$ cat src/rtl/bindiv32b16b.sv
// ---------------------------------------------------------------------------
// bindiv32b16b -- sequential restoring divider, 32-bit dividend / 16-bit
// divisor -> 16-bit quotient + 16-bit remainder, one quotient bit per clock.
// It is the inverse of multiplier16b: for z = x*y with y != 0 it returns
// q = x, r = 0.
//
// Ports
//   clk        in   1  clock, all state changes on the rising edge
//   rst_n      in   1  asynchronous active-low reset
//   in_valid   in   1  dividend/divisor present
//   in_ready   out  1  block can accept an operation (high only in IDLE)
//   z          in  32  dividend, sampled on the input handshake
//   y          in  16  divisor, sampled on the input handshake
//   out_valid  out  1  result valid, held until consumed
//   out_ready  in   1  consumer accepts the result
//   q          out 16  quotient
//   r          out 16  remainder
//   ovf        out  1  quotient does not fit in 16 bits (includes y == 0)
//   dbg_state  out  2  current FSM state (IDLE=0, RUN=1, DONE=2)
//
// Handshake: a transfer happens on a rising edge where valid & ready are both
// high; the source keeps data stable while valid is high and not yet taken,
// and valid never waits on ready.
//
// Build option: define BINDIV_OVF_CHECK_EN to enable the overflow /
// zero-divisor check (one-cycle saturated result, ovf driven). Without it the
// check is removed, ovf is tied low and every operation runs 16 iterations.
// ---------------------------------------------------------------------------
module bindiv32b16b (
  input  logic        clk,
  input  logic        rst_n,
  input  logic        in_valid,
  output logic        in_ready,
  input  logic [31:0] z,
  input  logic [15:0] y,
  output logic        out_valid,
  input  logic        out_ready,
  output logic [15:0] q,
  output logic [15:0] r,
  output logic        ovf,
  output logic [1:0]  dbg_state
);

  localparam logic [1:0] S_IDLE = 2'd0;
  localparam logic [1:0] S_RUN  = 2'd1;
  localparam logic [1:0] S_DONE = 2'd2;

  logic [1:0]  r_state;
  logic [3:0]  r_cnt;        // iteration counter, 15 down to 0
  logic [16:0] r_p;          // partial remainder
  logic [15:0] r_sh;         // remaining dividend bits, MSB consumed first
  logic [15:0] r_quo;        // quotient bits collected so far
  logic [15:0] r_y;          // latched divisor
  logic [15:0] r_q;
  logic [15:0] r_r;
  logic        r_in_ready;
  logic        r_out_valid;

  // One restoring step: shift the next dividend bit into the partial
  // remainder and subtract the divisor if it fits. r_p stays below r_y, so
  // bit 16 of the shifted value only matters for the compare.
  logic [17:0] w_t;
  logic        w_ge;
  logic [16:0] w_diff;
  logic [16:0] w_p_next;
  logic        w_qbit;

  always_comb begin
    w_t      = {r_p, r_sh[15]};
    w_ge     = (w_t >= {2'b00, r_y});
    w_diff   = w_t[16:0] - {1'b0, r_y};
    w_p_next = w_ge ? w_diff : w_t[16:0];
    w_qbit   = w_ge;
  end

`ifdef BINDIV_OVF_CHECK_EN
  logic r_ovf;
  // Quotient would need more than 16 bits when the upper dividend half is
  // not below the divisor; y == 0 always lands here.
  logic w_ovf_in;
  assign w_ovf_in = (z[31:16] >= y);
`endif

  always_ff @(posedge clk or negedge rst_n) begin
    if (!rst_n) begin
      r_state     <= S_IDLE;
      r_cnt       <= 4'd0;
      r_p         <= 17'd0;
      r_sh        <= 16'd0;
      r_quo       <= 16'd0;
      r_y         <= 16'd0;
      r_q         <= 16'd0;
      r_r         <= 16'd0;
      r_in_ready  <= 1'b1;
      r_out_valid <= 1'b0;
`ifdef BINDIV_OVF_CHECK_EN
      r_ovf       <= 1'b0;
`endif
    end else begin
      case (r_state)
        S_IDLE: begin
          // in_ready is high throughout IDLE, so in_valid alone is the
          // handshake here.
          if (in_valid) begin
            r_y        <= y;
            r_quo      <= 16'd0;
            r_in_ready <= 1'b0;
`ifdef BINDIV_OVF_CHECK_EN
            if (w_ovf_in) begin
              r_p         <= 17'd0;
              r_q         <= 16'hFFFF;
              r_r         <= 16'h0000;
              r_ovf       <= 1'b1;
              r_out_valid <= 1'b1;
              r_state     <= S_DONE;
            end else begin
`else
            begin
`endif
              r_p     <= {1'b0, z[31:16]};
              r_sh    <= z[15:0];
              r_cnt   <= 4'd15;
              r_state <= S_RUN;
            end
          end
        end

        S_RUN: begin
          r_p   <= w_p_next;
          r_quo <= {r_quo[14:0], w_qbit};
          r_sh  <= {r_sh[14:0], 1'b0};
          r_cnt <= r_cnt - 4'd1;
          if (r_cnt == 4'd0) begin
            r_q         <= {r_quo[14:0], w_qbit};
            r_r         <= w_p_next[15:0];
            r_out_valid <= 1'b1;
            r_state     <= S_DONE;
`ifdef BINDIV_OVF_CHECK_EN
            r_ovf       <= 1'b0;
`endif
          end
        end

        S_DONE: begin
          // Result stays put until taken; new input is not accepted in the
          // same cycle because in_ready is low here.
          if (out_ready) begin
            r_out_valid <= 1'b0;
            r_in_ready  <= 1'b1;
            r_state     <= S_IDLE;
          end
        end

        default: begin
          r_out_valid <= 1'b0;
          r_in_ready  <= 1'b1;
          r_state     <= S_IDLE;
        end
      endcase
    end
  end

  assign in_ready  = r_in_ready;
  assign out_valid = r_out_valid;
  assign q         = r_q;
  assign r         = r_r;
  assign dbg_state = r_state;
`ifdef BINDIV_OVF_CHECK_EN
  assign ovf       = r_ovf;
`else
  assign ovf       = 1'b0;
`endif

endmodule

$ cat config.mk
export PLATFORM = sky130hd
export DESIGN_NAME = bindiv32b16b
export DESIGN_NICKNAME = d
export VERILOG_FILES = /design/src/rtl/bindiv32b16b.sv
export SDC_FILE = /design/constraint.sdc
export NUM_CORES = 1
export LEC_CHECK = 0
export CORE_MARGIN = 5
export CORE_UTILIZATION = 35
export CTS_BUF_LIST = sky130_fd_sc_hd__clkbuf_4 sky130_fd_sc_hd__clkbuf_8
export CTS_CLUSTER_DIAMETER = 30
export DETAILED_ROUTE_END_ITERATION = 10
export SLEW_MARGIN = 20
export SYNTH_ARGS = -nofsm -noshare
export SYNTH_HDL_FRONTEND = slang
export SYNTH_SLANG_ARGS = --single-unit
$ cat constraint.sdc
create_clock -name clk -period 5.3 [get_ports clk]
set_input_delay 1.325 -clock clk [delete_from_list [all_inputs] [get_ports clk]]
set_output_delay 1.325 -clock clk [all_outputs]
set_load 0.02 [all_outputs]
==> results.yml <==
setup_path:
  cp_data_arrival_time_ns: 3.37
  cp-end-kind: "register"
  cp_cell_sequence: "ha_1 > nand4_4 > nor4_4 > a211oi_1 > a21oi_4 > mux2i_1 > o21ai_1"
  crit_path_max_incr_delay_ns: 0.72
  critPathLaunchType: "register"
  required_ns: 5.55
  crit_cells: 7
  critPathTopFamily: "compound AO/OA/AOI/OAI gates"
  critPathMaxFanout: 27
  path_class: "reg2reg"
  slowest_stage: "a21oi_4"
  r2r_cells: 7
  path_buf_inv: 0
placed_design:
  pre_cts_ws_ns: 2.13
  gp_congestion: 0.825
  port_buffers: 87
  post-dp-hpwl_um: 9040
synthesis:
  syn_nets: 634
  yosysUniqueCellTypes: 50
  ys_seq_area_share_pct: 51.1
  syn_inst: 564
  ys_warn_count: 0
  synth_ff_type: "dfrtp_1"
  netlist_area_mm2: 0.00510
  async_flop_share_pct: 100
  synth_edf_count: 0
  postSynthAreaPerCell_um2: 9.04
  ys_seq_elements: 104
detailed_routing:
  routed_wl_um: 12600
  route.detailed.drc: 0
  dr.pass1.iters: 4
  vias: 4147
  avgRoutedWirePerCell_um: 15.3
  drtAntennaViolNets: 0
  routed_via_density: 5.03
  drt_iter0_markers: 322
timing:
  period_share_pct: 58.8
  fmax_mhz: 321
  setup_viol: 0
  final_hold_viol_count: 0
  fin_skew_ns: 0.0149
  finalSetupTns_ns: 0
  drv_slew: 0
  layout_min_cycle_time_ns: 3.12
  tightestPinTransition_ns: 0.902
  holdWs_ns: 0.482
  rsz0062_at_grt: "false"
  slew_headroom_pct: 39.9
  setup_ws_ns: 2.18
power_and_ir_drop:
  powerDensity_mw_per_mm2: 717
  p_clk_share_pct: 12.8
  pwr-share-seq_pct: 30.3
  switching_share_pct: 45.5
  ir_worst_vdd_mv: 0.225
  pwr-share-comb_pct: 56.9
  p_leak_nw: 2.92
  internal-power_w: 0.00248
  power.switching_w: 0.00207
layout:
  areaGrowthSynthToFinish_pct: 24.6
  nets: 706
  layout-drive-gt1-share_pct: 4.99
  n_antenna_cell: 0
global_route:
  grt_pass1_wl_um: 21100
  gr-total-overflow: 0
  grt_max_degree: 73
  first_global_vias: 4128
  grt_antenna_before_repair: 0
  grt.total_usage_pct: 15.5
die:
  die_area_mm2: 0.0171
  initial_core_util_pct: 35.3
  num_io_pins: 89
  die_height_um: 131
  chipWidth_um: 131
  coreArea_mm2: 0.0144
  fp-row-count: 44
clocking:
  htree_levels: 3
  cts_resized: 0
  clock-sinks: 104
  cts_tree: "done"
  cts_setup_buffers: 0
  cts_root_buf: "clkbuf_8"
  clk_latency_ns: 0.39
  cts_buffer_depth: 2
  cts_buffers: 9
  path_clk_slew_ns: 0.12
  hold_buffers: 0
hold_path:
  holdPathStages: 2
  hold_class: "reg2reg"
run:
  cap_viol_max_count: 0
outcome:
  outcome: "finished clean"
final timing paths:
path                            startpoint        to  slack (ns)
max in group asynchronous            rst_n  in_ready        3.21
worst max register to register     r_p[12]   r_p[12]        2.18
worst max-delay path               r_p[12]   r_p[12]        2.18
worst min-delay path             r_quo[14]     q[15]        0.48
worst min register to register   r_quo[14]     q[15]        0.48
min in group asynchronous            rst_n    r_y[9]        1.06
routing by layer:
metal  track usage, %  vias to the layer above  routed length, µm
met5                0                        -                  0
met4             5.57                        0                 70
met3             2.36                        4                593
met2             23.5                       81               5940
met1             22.7                     2001               6050
li1                 -                     2061                  -
power groups by stage:
stage	Clock, W	Sequential (W)	Combinational [W]
after global routing	0.000625	0.00143	0.00291
final	0.000582	0.00138	0.00259
after global placement	0	0.00138	0.00255
after CTS	0.000595	0.00138	0.00261
after detailed placement	0	0.00140	0.00260
after floorplan	0	0.00147	0.00175
Yosys cell counts (2+ instances only):
library cell,count,area share (%)
nand2_1,163,12
nor2_1,13,0.96
nor2b_1,3,0.37
ha_1,17,4.2
mux2i_1,8,1.6
a211oi_1,3,0.44
xor2_1,5,0.86
nor3_1,7,0.69
a221o_1,2,0.39
dfrtp_1,103,51
nor3b_1,2,0.29
nand3_1,18,1.8
xnor2_1,8,1.4
clkbuf_1,23,1.7
o22a_1,2,0.34
o21a_1,2,0.29
nand4_1,5,0.61
a31o_1,2,0.34
o21ai_1,39,3.8
a31oi_1,2,0.25
and3_1,3,0.37
a22oi_1,30,4.4
buf_1,4,0.29
o31ai_1,2,0.29
buf_4,2,0.29
a21o_1,5,0.74
o21ai_0,27,2.7
nand2b_1,2,0.25
inv_1,24,1.8
a21oi_1,18,1.8
sequential cells by signal, summed over array words and instances (netlist names):
signal and cells:
r_cnt 4, r_y 16, r_p 17, out_valid 1
r_sh 16, r_quo 15, q 16, r 16
dbg_state 2, in_ready 1
through the flow:
| step | std cells | area, µm² | utilization (%) | power (W) |
|---|---|---|---|---|
| final | 825 | 6350 | 44.0 | 0.00455 |
| after global routing | 825 | 6350 | 44.0 | 0.00497 |
| after CTS | 825 | 6350 | 44.0 | 0.00459 |
| after detailed placement | 809 | 6110 | 42.4 | 0.00400 |
| after global placement | 809 | 6110 | 42.4 | 0.00393 |
| after floorplan | 564 | 5100 | - | 0.00322 |
cells by family (layout without fill, tap and decap cells):
family                   after synthesis  count (layout)  share of synthesized area (%)
multiplexers                           8               8                           1.57
AO/OA/AOI/OAI                        142             142                           17.4
flip-flops                           104             104                           51.1
adder cells (fa/ha/maj)               18              18                           4.56
XOR/XNOR                              13              13                           2.23
buffers and inverters                 56             133                           4.47
AND/OR/NAND/NOR                      222             222                           18.7
other                                  1               1                         0.0735
cell type report:
cell class	instances	area, µm²
timing repair buffer	93	913
sequential	104	2600
multi-input combinational	404	2280
inverter	24	90.1
clock buffer	9	124
tap	184	230
fill	1430	8070
clock inverter	7	114
worst min-delay path, cell delays in order, from the launching register on:
cell	delay, ns
dfrtp_1	0.36
nand2_1	0.05
nand2_1	0.05
placed cells by master (no fill, tap or decap), drive strengths merged, types with 2 or more instances in the layout:
cell type	count
nand4	6
a21oi	19
nand2	163
nand3	18
xnor2	8
nand2b	2
clkbuf	9
clkinv	3
mux2i	8
nor3b	2
a21o	5
nor3	7
and3	3
nor2	13
inv	26
a211oi	3
clkdlybuf4s50	86
xor2	5
dfrtp	103
nor2b	3
o21ai	66
a31oi	2
o22a	2
or2	2
a31o	2
a22oi	30
o31ai	2
o21a	2
ha	17
buf	7
a221o	2
bufinv	2
(Power assumes the default switching activity.)
